**src/rtl/mem_arb_pkg.sv**
```systemverilog
// Shared types and constants for the IF/MEM byte-port arbiter.
package mem_arb_pkg;

  typedef enum logic [1:0] {
    IDLE = 2'd0,
    XFER = 2'd1,
    DONE = 2'd2
  } state_t;

  typedef enum logic {
    OWN_IF  = 1'b0,
    OWN_MEM = 1'b1
  } owner_t;

  localparam logic RW_WRITE  = 1'b1;
  localparam logic RW_READ   = 1'b0;
  localparam logic SIZE_WORD = 1'b1;
  localparam logic SIZE_BYTE = 1'b0;

  localparam int unsigned BYTES_PER_WORD = 4;
  localparam logic [1:0]  LAST_LANE      = 2'(BYTES_PER_WORD - 1);

  // Big-endian lane select: lane 0 is the most significant byte.
  function automatic logic [7:0] lane_of(input logic [31:0] w, input logic [1:0] idx);
    logic [7:0] b;
    case (idx)
      2'd0:    b = w[31:24];
      2'd1:    b = w[23:16];
      2'd2:    b = w[15:8];
      default: b = w[7:0];
    endcase
    return b;
  endfunction

endpackage

```
**src/rtl/mem_byte_sequencer.sv**
```systemverilog
// Byte counter, registered memory-port drive and read-assembly buffer.
// load starts a transfer (registers the first byte cycle); step is high
// during each byte cycle and either advances to the next byte or closes
// the port after the last one.
module mem_byte_sequencer
  import mem_arb_pkg::*;
#(
  parameter int unsigned ADDR_W = 8
) (
  input  logic              clk,
  input  logic              rst,
  input  logic              load,
  input  logic              step,
  input  logic              ld_rw,
  input  logic              ld_size,
  input  logic [ADDR_W-1:0] ld_addr,
  input  logic [31:0]       ld_wdata,
  input  logic [7:0]        m_rdata,
  output logic              last,
  output logic              m_en,
  output logic              m_we,
  output logic [ADDR_W-1:0] m_addr,
  output logic [7:0]        m_wdata,
  output logic [31:0]       rbuf
);

  logic [1:0]  cnt;
  logic        rw_q;
  logic        size_q;
  logic [31:0] wdata_q;
  logic [31:0] rbuf_next;

  // Final byte of the transfer: lane 3 for words, the only lane for bytes.
  always_comb begin
    if (size_q == SIZE_WORD) last = (cnt == LAST_LANE);
    else                     last = (cnt == 2'd0);
  end

  // Merge the byte currently on the port into its lane of the buffer.
  always_comb begin
    rbuf_next = rbuf;
    if (size_q == SIZE_WORD) begin
      case (cnt)
        2'd0:    rbuf_next[31:24] = m_rdata;
        2'd1:    rbuf_next[23:16] = m_rdata;
        2'd2:    rbuf_next[15:8]  = m_rdata;
        default: rbuf_next[7:0]   = m_rdata;
      endcase
    end else begin
      rbuf_next = {24'b0, m_rdata};
    end
  end

  // Port outputs are loaded one cycle ahead so they are stable for the
  // whole byte cycle they describe.
  always_ff @(posedge clk or posedge rst) begin
    if (rst) begin
      cnt     <= '0;
      rw_q    <= RW_READ;
      size_q  <= SIZE_BYTE;
      wdata_q <= '0;
      rbuf    <= '0;
      m_en    <= 1'b0;
      m_we    <= 1'b0;
      m_addr  <= '0;
      m_wdata <= '0;
    end else if (load) begin
      cnt     <= '0;
      rw_q    <= ld_rw;
      size_q  <= ld_size;
      wdata_q <= ld_wdata;
      rbuf    <= '0;
      m_en    <= 1'b1;
      m_we    <= (ld_rw == RW_WRITE);
      if (ld_size == SIZE_WORD) begin
        m_addr  <= {ld_addr[ADDR_W-1:2], 2'b00};
        m_wdata <= lane_of(ld_wdata, 2'd0);
      end else begin
        m_addr  <= ld_addr;
        m_wdata <= ld_wdata[7:0];
      end
    end else if (step) begin
      if (rw_q == RW_READ) rbuf <= rbuf_next;
      if (!last) begin
        cnt     <= cnt + 2'd1;
        m_addr  <= m_addr + 1'b1;
        m_wdata <= lane_of(wdata_q, cnt + 2'd1);
      end else begin
        cnt     <= '0;
        m_en    <= 1'b0;
        m_we    <= 1'b0;
        m_addr  <= '0;
        m_wdata <= '0;
      end
    end
  end

endmodule

```
**src/rtl/mem_port_arbiter.sv**
```systemverilog
// Shares the byte-wide data RAM port between instruction fetch and the MEM
// stage, serialising word accesses into four big-endian byte cycles.
module mem_port_arbiter
  import mem_arb_pkg::*;
#(
  parameter int unsigned ADDR_W = 8
) (
  input  logic              Clk,
  input  logic              Reset,
  input  logic              IF_req,
  input  logic [ADDR_W-1:0] IF_addr,
  output logic              IF_ack,
  output logic [31:0]       IF_data,
  output logic              IF_stall,
  input  logic              MEM_req,
  input  logic              MEM_RW,
  input  logic              MEM_size,
  input  logic [ADDR_W-1:0] MEM_addr,
  input  logic [31:0]       MEM_wdata,
  output logic              MEM_ack,
  output logic [31:0]       MEM_rdata,
  output logic              MEM_stall,
  output logic              M_en,
  output logic              M_we,
  output logic [ADDR_W-1:0] M_addr,
  output logic [7:0]        M_wdata,
  input  logic [7:0]        M_rdata
);

  state_t            state, state_next;
  owner_t            owner_q, prev_grant;
  owner_t            grant_owner;
  logic              grant;
  logic              seq_last;
  logic [31:0]       rbuf;
  logic              ld_rw;
  logic              ld_size;
  logic [ADDR_W-1:0] ld_addr;
  logic [31:0]       ld_wdata;

  // Arbitration in IDLE: MEM wins a tie unless it had the previous grant.
  always_comb begin
    grant       = 1'b0;
    grant_owner = OWN_IF;
    if (state == IDLE) begin
      if (MEM_req && (!IF_req || prev_grant != OWN_MEM)) begin
        grant       = 1'b1;
        grant_owner = OWN_MEM;
      end else if (IF_req) begin
        grant       = 1'b1;
        grant_owner = OWN_IF;
      end
    end
  end

  // Request fields for the sequencer; fetches are always word reads.
  always_comb begin
    if (grant_owner == OWN_MEM) begin
      ld_rw    = MEM_RW;
      ld_size  = MEM_size;
      ld_addr  = MEM_addr;
      ld_wdata = MEM_wdata;
    end else begin
      ld_rw    = RW_READ;
      ld_size  = SIZE_WORD;
      ld_addr  = IF_addr;
      ld_wdata = '0;
    end
  end

  // State register plus owner and previous-grant bookkeeping.
  always_ff @(posedge Clk or posedge Reset) begin
    if (Reset) begin
      state      <= IDLE;
      owner_q    <= OWN_IF;
      prev_grant <= OWN_IF;
    end else begin
      state <= state_next;
      if (grant)          owner_q    <= grant_owner;
      if (state == DONE)  prev_grant <= owner_q;
    end
  end

  // Next-state logic.
  always_comb begin
    state_next = state;
    case (state)
      IDLE:    if (grant) state_next = XFER;
      XFER:    if (seq_last) state_next = DONE;
      DONE:    state_next = IDLE;
      default: state_next = IDLE;
    endcase
  end

  // Handshake outputs: ack and data only for the owner during DONE.
  always_comb begin
    IF_ack    = (state == DONE) && (owner_q == OWN_IF);
    MEM_ack   = (state == DONE) && (owner_q == OWN_MEM);
    IF_data   = IF_ack  ? rbuf : '0;
    MEM_rdata = MEM_ack ? rbuf : '0;
    IF_stall  = IF_req  & ~IF_ack;
    MEM_stall = MEM_req & ~MEM_ack;
  end

  mem_byte_sequencer #(
    .ADDR_W (ADDR_W)
  ) u_seq (
    .clk      (Clk),
    .rst      (Reset),
    .load     (grant),
    .step     (state == XFER),
    .ld_rw    (ld_rw),
    .ld_size  (ld_size),
    .ld_addr  (ld_addr),
    .ld_wdata (ld_wdata),
    .m_rdata  (M_rdata),
    .last     (seq_last),
    .m_en     (M_en),
    .m_we     (M_we),
    .m_addr   (M_addr),
    .m_wdata  (M_wdata),
    .rbuf     (rbuf)
  );

endmodule

```
**config.mk**
```make
export PLATFORM = sky130hd
export DESIGN_NAME = mem_port_arbiter
export DESIGN_NICKNAME = d
export VERILOG_FILES = /design/src/rtl/mem_arb_pkg.sv /design/src/rtl/mem_byte_sequencer.sv /design/src/rtl/mem_port_arbiter.sv
export SDC_FILE = /design/constraint.sdc
export NUM_CORES = 1
export LEC_CHECK = 0
export ABC_AREA = 1
export ABC_CLOCK_PERIOD_IN_PS = 4200
export CAP_MARGIN = 0
export CORE_ASPECT_RATIO = 0.75
export CORE_UTILIZATION = 48
export CTS_CLUSTER_DIAMETER = 150
export DETAILED_ROUTE_END_ITERATION = 7
export GPL_ROUTABILITY_DRIVEN = 1
export HOLD_SLACK_MARGIN = 0.08
export PLACE_DENSITY = 0.82
export SYNTH_ARGS = -nofsm -noshare
export SYNTH_HDL_FRONTEND = slang
export SYNTH_SLANG_ARGS = --single-unit
```
**constraint.sdc**
```tcl
create_clock -name Clk -period 4.2 [get_ports Clk]
set_input_delay 0.84 -clock Clk [delete_from_list [all_inputs] [get_ports Clk]]
set_output_delay 0.84 -clock Clk [all_outputs]
set_load 0.01 [all_outputs]
```
==> results of run 1 <==
-- synth_stat cells (all sizes together) --
cell     count  share of area
nand2      173           0.14
dfrtp       90           0.46
clkbuf      11         0.0085
o21ai       50          0.074
a21oi       14          0.014
nand3       44          0.045
buf         19          0.027
ha           8          0.021
a22o        23          0.041
inv         81          0.063
or2          1         0.0013
o2bb2ai      2         0.0036
clkinv       1        0.00077
o21bai       2         0.0031
nor2       113           0.10
-- kinds of logic (layout without fill, tap and decap cells) --
| family | Yosys count | after routing | synth area share |
|---|---|---|---|
| fa+ha+maj | 8 | 8 | 0.02051 |
| flops | 90 | 90 | 0.4615 |
| compound gates | 91 | 91 | 0.1359 |
| buf+inv | 112 | 247 | 0.09871 |
| simple gates | 331 | 331 | 0.2833 |
-- cell type report --
cell class | instances | area (um^2) | share of cell area
well taps | 132 | 165.2 | 0.02483
clock buffers | 9 | 225.2 | 0.03386
inverters | 82 | 311.5 | 0.04684
clock inverters | 7 | 70.07 | 0.01053
repair buffers | 149 | 1481 | 0.2227
multi-input cells | 430 | 2146 | 0.3226
flip-flops and latches | 90 | 2252 | 0.3386
-- power groups by stage --
stage	Sequential (uW)	Clock (uW)	Combinational (uW)
after floorplan	1450	0	1720
after global placement	1470	0	2230
after detailed placement	1490	0	2320
after CTS	1480	803	2340
after global routing	1520	836	2600
final	1480	789	2350
-- tightest hold or removal path, stage by stage, from the launching register on --
cell and delay [ps]:
sky130_fd_sc_hd__dfrtp_1 340, sky130_fd_sc_hd__nand2_1 60, sky130_fd_sc_hd__o21ai_2 50
-- metrics by stage --
stage / std cells / hold slack, ps / setup slack [ps] / cell area (um^2)
2_1_floorplan: 632 / 450.0 / 1025 / 4880
3_3_place_gp: 883 / 465.3 / 1120 / 6356
3_5_place_dp: 883 / 467.0 / 968.9 / 6356
4_1_cts: 899 / 484.2 / 583.7 / 6651
5_1_grt: 899 / 490.5 / 364.0 / 6651
6_report: 899 / 483.5 / 596.5 / 6651
-- sequential cells by signal, indices dropped and copies added, names as in the netlist --
name	count
owner_q	1
prev_grant	1
state	2
u_seq.cnt	2
u_seq.m_addr	8
u_seq.m_en	1
u_seq.m_wdata	8
u_seq.m_we	1
u_seq.rbuf	32
u_seq.rw_q	1
u_seq.size_q	1
u_seq.wdata_q	32
-- how the worst max path moves through the flow --
stage / start / to / slack [ps]
after global routing: state[0] / MEM_rdata[11] / 360
after detailed placement: state[0] / MEM_rdata[18] / 970
after floorplan: Reset / owner_q / 1020
after CTS: state[0] / MEM_rdata[25] / 580
after global placement: state[0] / MEM_rdata[21] / 1120
final: state[0] / MEM_rdata[25] / 600
-- layer usage --
| metal | vias up | part of all wire |
|---|---|---|
| met5 | - | 0 |
| met4 | 0 | 0.011 |
| met3 | 12 | 0.056 |
| met2 | 137 | 0.46 |
| met1 | 2176 | 0.47 |
| li1 | 2228 | - |
==> impl_metrics.csv, run 1 <==
group,metric,value,unit
run_status,outcome,"finished clean",
timing,max_slew.worst_pin.slew,1127,ps
timing,finalCritPeriodShare,0.8580,
final_layout,nFillCells,790,
timing,setup_total_negative_slack,0,ps
clocking,clock_tree.htree_level_count,3,
logic_synthesis,synth.lib_cells_used.distinct,27,
critical_path,crit-reg2reg-capture,"u_seq.rbuf[12]",
clocking,cts_post_setup_buffers_inserted,0,
global_routing,globalRouteMet2Util,0.4086,
clocking,post_cts_hold_buffer_count,0,
final_layout,mostFrequentLayoutCells,"sky130_fd_sc_hd__nand2_1, sky130_fd_sc_hd__clkdlybuf4s50_1, sky130_fd_sc_hd__nor2_1",
global_routing,gr-usage-met1,0.3534,
power_and_ir_drop,p_comb_frac,0.508,
critical_path,reg2reg_depth,7,
critical_path,worst_path_largest_cell_delay,710,ps
clocking,cts_buffers,9,
drt,vias,4553,
power_and_ir_drop,power_report.internal_total,2556,uW
final_layout,antenna_cells,0,
worst_hold_path,min-delay-start,"u_seq.rbuf[6]",
power_and_ir_drop,power.net_switching,2062,uW
power_and_ir_drop,totalPowerFinal,4618,uW
power_and_ir_drop,swShare,0.4465,
logic_synthesis,yosysSeqAreaShare,0.4615,
critical_path,cp.required,3360,ps
global_routing,grt_start_max_net_pins,67,
logic_synthesis,synth_area,0.004880,mm^2
placed_design,globalplace.congestion,0.8617,
timing,finalHoldViolCount,0,
final_layout,final_util,0.6805,
power_and_ir_drop,irDropWorstVdd,367.0,uV
critical_path,path_delay_family,"buffers and inverters",
power_and_ir_drop,p_seq_frac,0.321,
clocking,cts_num_sinks,90,
final_layout,drive_gt1_frac,0.08214,
critical_path,register_to_register_setup_slack,2210,ps
timing,drv_slew,0,
critical_path,critical_path.max_fanout,34,
floorplan,initial_utilization,0.4992,
critical_path,cp_num_cells,6,
clocking,clk_root_buffer_cell,"sky130_fd_sc_hd__clkbuf_16",
floorplan,core_ar,0.009774,mm^2
critical_path,critPathBufInv,3,
logic_synthesis,yosys_warnings,0,
drt,drt_iter0_markers,385,
timing,setup-violations-final,0,
floorplan,fp.dieH,89.32,um
critical_path,cpMaxStageDelayCell,"sky130_fd_sc_hd__clkinv_1",
drt,route.final.wire_length,13.13,mm
critical_path,critical-path-top-cell-by-count,"sky130_fd_sc_hd__nor2_1",
global_routing,grt_most_used_layer,"met2",
power_and_ir_drop,static_power_due_to_leakage,0.003069,uW
drt,vias_per_cell,5.065,
critical_path,crit_type,"reg2out",
global_routing,use_met3,0.04337,
clocking,cts.repair.resized,0,
power_and_ir_drop,power.density,694.3,mW/mm^2
timing,setup_repair_after_global_routing_missed_its_margin,"false",
timing,slew-limit-headroom,0.2488,
timing,fin_worst_skew,5.085,ps
logic_synthesis,mappedNetlistNets,702,
placed_design,post-dp-hpwl,9.682,mm
global_routing,grt_pass1_wl,20.84,mm
worst_hold_path,min-delay-path-class,"reg2reg",
critical_path,timing.critical_path.from_type,"flip-flop",
critical_path,critical_path.reg2reg.startpoint,"u_seq.cnt[0]",
power_and_ir_drop,power.share.clock,0.171,
global_routing,initial_antenna_violation_count,0,
flow_run,cap_violations,0,
timing,fmaxAchievable,277.5,MHz
logic_synthesis,synth_area_per_cell,7.721,um^2
floorplan,fp.dieArea,0.01058,mm^2
placed_design,portBuffers,145,
clocking,tritoncts,"done",
worst_hold_path,hold-path-cell-count,2,
floorplan,boundaryPins,148,
logic_synthesis,synthesis.instances,632,
drt,final_antenna_net_count,0,
clocking,clkLatencyLatePin,340,ps
drt,route.detailed.wl_per_inst,14.61,um
global_routing,grt-ovfl-total,0,
floorplan,dieWidth,118.4,um
clocking,clkSlewWorstSetupHoldPaths,60,ps
timing,layout_min_cycle_time,3603,ps
clocking,cts-root-to-sink-buffers,2,
global_routing,via_count_of_the_first_global_routing_pass,4293,
final_layout,area_delta_synth_final,36.31,%
worst_hold_path,hold_end,"u_seq.rbuf[6]",
drt,drcViolationCount,0,
global_routing,globalRouteTotalUtil,0.2529,
floorplan,number_of_cell_rows,31,
final_layout,mostFrequentLayoutCell,"sky130_fd_sc_hd__nand2_1",
critical_path,worst_ep_arrival_time,2760,ps
logic_synthesis,ys_seq_elements,90,
drt,dr.pass1.iters,6,
final_layout,layout.nets,832,
critical_path,crit_path_end_kind,"output pin",
critical_path,worstPathCellList,"inv_2, nand2_1, nor2_1, clkinv_1, nor2_1, clkdlybuf4s50_1",
Power figures use the tool's default switching activity.
==> run 2, diff against run 1 <==
--- a/config.mk
+++ b/config.mk
@@ -6,13 +6,12 @@
 export NUM_CORES = 1
 export LEC_CHECK = 0
 export ABC_AREA = 1
-export ABC_CLOCK_PERIOD_IN_PS = 4200
+export ABC_CLOCK_PERIOD_IN_PS = 3850
 export CAP_MARGIN = 0
 export CORE_ASPECT_RATIO = 0.75
 export CORE_UTILIZATION = 48
 export CTS_CLUSTER_DIAMETER = 150
 export DETAILED_ROUTE_END_ITERATION = 7
-export GPL_ROUTABILITY_DRIVEN = 1
 export HOLD_SLACK_MARGIN = 0.08
 export PLACE_DENSITY = 0.82
 export SYNTH_ARGS = -nofsm -noshare
==> constraint.sdc (replaced) <==
create_clock -name Clk -period 3.85 [get_ports Clk]
set_input_delay 0.77 -clock Clk [delete_from_list [all_inputs] [get_ports Clk]]
set_output_delay 0.77 -clock Clk [all_outputs]
set_load 0.01 [all_outputs]
==> impl_metrics.csv, run 2 (same netlist as run 1, synthesis figures left out) <==
group,metric,value,unit
clocking,clkSlewWorstSetupHoldPaths,70,ps
global_routing,grt_start_max_net_pins,49,
critical_path,timing.critical_path.from_type,"flip-flop",
final_layout,mostFrequentLayoutCells,"sky130_fd_sc_hd__nand2_1, sky130_fd_sc_hd__clkdlybuf4s50_1, sky130_fd_sc_hd__nor2_1",
critical_path,cp.required,3080,ps
final_layout,drive_gt1_frac,0.08333,
critical_path,crit_path_end_kind,"output pin",
global_routing,via_count_of_the_first_global_routing_pass,4315,
timing,finalCritPeriodShare,0.8184,
timing,setup_repair_after_global_routing_missed_its_margin,"false",
timing,slew-limit-headroom,0.3825,
final_layout,largestRegisters,"u_seq.rbuf x32, u_seq.wdata_q x32",
placed_design,post-dp-hpwl,9.588,mm
global_routing,grt_pass1_wl,21.20,mm
clocking,cts_post_setup_buffers_inserted,0,
critical_path,crit_type,"reg2out",
timing,fin_worst_skew,8.298,ps
clocking,cts.repair.resized,0,
timing,drv_slew,0,
timing,finalHoldViolCount,0,
clocking,cts_num_sinks,90,
final_layout,antenna_cells,0,
floorplan,core_ar,0.009774,mm^2
global_routing,globalRouteTotalUtil,0.2557,
placed_design,numPlacedInstances,884,
floorplan,fp.dieH,89.32,um
final_layout,mostFrequentLayoutCell,"sky130_fd_sc_hd__nand2_1",
clocking,tritoncts,"done",
clocking,clk_root_buffer_cell,"sky130_fd_sc_hd__clkbuf_16",
global_routing,initial_antenna_violation_count,0,
flow_run,cap_violations,0,
clocking,clkLatencyLatePin,330,ps
placed_design,portBuffers,145,
drt,final_antenna_net_count,0,
power_and_ir_drop,power.density,760.0,mW/mm^2
critical_path,cpMaxStageDelayCell,"sky130_fd_sc_hd__inv_1",
timing,fin_worst_hold_slack,485.1,ps
clocking,cts-root-to-sink-buffers,2,
drt,route.final.wire_length,13.04,mm
critical_path,worst_ep_arrival_time,2380,ps
floorplan,boundaryPins,148,
power_and_ir_drop,irDropWorstVdd,352.6,uV
clocking,clock_tree.htree_level_count,3,
floorplan,number_of_cell_rows,31,
critical_path,worstPathCellList,"nand2_1, nor2_1, inv_1, nand2_1, inv_1, clkdlybuf4s50_1",
clocking,post_cts_hold_buffer_count,0,
timing,setup_total_negative_slack,0,ps
drt,drcViolationCount,0,
clocking,cts_buffers,9,
floorplan,initial_utilization,0.4992,
critical_path,critical_path.max_fanout,33,
run_status,outcome,"finished clean",
drt,drt_iter0_markers,378,
drt,vias,4563,
drt,vias_per_cell,5.070,
floorplan,fp.dieArea,0.01058,mm^2
critical_path,worst_path_largest_cell_delay,670,ps
placed_design,globalplace.congestion,0.8495,
power_and_ir_drop,static_power_due_to_leakage,0.003101,uW
drt,route.detailed.wl_per_inst,14.49,um
timing,fmaxAchievable,317.4,MHz
timing,max_slew.worst_pin.slew,925.2,ps
timing,layout_min_cycle_time,3151,ps
floorplan,dieWidth,118.4,um
final_layout,finalNonFillerCells,900,
final_layout,area_delta_synth_final,37.10,%
global_routing,grt-ovfl-total,0,
drt,dr.pass1.iters,5,
final_layout,layout.nets,833,
timing,setup-violations-final,0,
worst_hold_path,min-delay-path-class,"reg2reg",
==> run 2: changes by cell type in the layout (fill, tap and decap cells not counted), sizes merged <==
| cell | change |
|---|---|
| clkinv | +1 |
| inv | +1 |
| clkinvlp | -4 |
| clkbuf | +2 |
| buf | +1 |
==> run 2: cell type report <==
cell class / count / area (um^2)
Fill cell: 814 / 3084
Sequential cell: 90 / 2252
Multi-Input combinational cell: 430 / 2146
Timing Repair Buffer: 150 / 1501
Inverter: 82 / 311.5
Clock buffer: 11 / 252.7
Tap cell: 132 / 165.2
Clock inverter: 5 / 61.31
==> run 2: routing by layer <==
layer,vias to the layer above,track usage,part of all wire
met3,12,0.06569,0.066
met2,151,0.4112,0.46
li1,2233,-,-
met4,0,0.05293,0.010
met5,-,0,0
met1,2167,0.3539,0.46
==> run 2: path summary, 6_finish.rpt <==
kind	start	slack, ps	cells after the start	to
worst min register to register	u_seq.rbuf[12]	490	2	u_seq.rbuf[12]
worst min-delay path	u_seq.rbuf[12]	490	2	u_seq.rbuf[12]
worst max-delay path	state[1]	700	6	IF_stall
max in group asynchronous	Reset	2280	3	u_seq.m_wdata[6]
min in group asynchronous	Reset	870	2	u_seq.rbuf[3]
worst max register to register	u_seq.cnt[0]	1900	7	u_seq.rbuf[9]
==> run 2: power breakdown <==
group | internal [uW] | total, uW | switching, uW
clock | 542 | 907 | 365
sequential | 1350 | 1620 | 271
combinational | 949 | 2560 | 1610
total | 2840 | 5080 | 2250
==> run 2: worst max-delay path, delay by kind of cell, from the launching register on <==
kind	cells	cell delay (ps)
buf+inv	3	1280
flops	1	430
simple gates	3	340
==> run 2: per-stage QoR <==
step | setup slack (ps) | total power (uW) | area (um^2) | utilization
finish | 699.3 | 5085 | 6690 | 0.6845
detailed placement | 1001 | 4160 | 6376 | 0.6523
CTS | 712.5 | 5087 | 6690 | 0.6845
global route | 546.2 | 5469 | 6690 | 0.6845
global placement | 1011 | 4048 | 6376 | 0.6523
floorplan | 744.7 | 3465 | 4880 | -
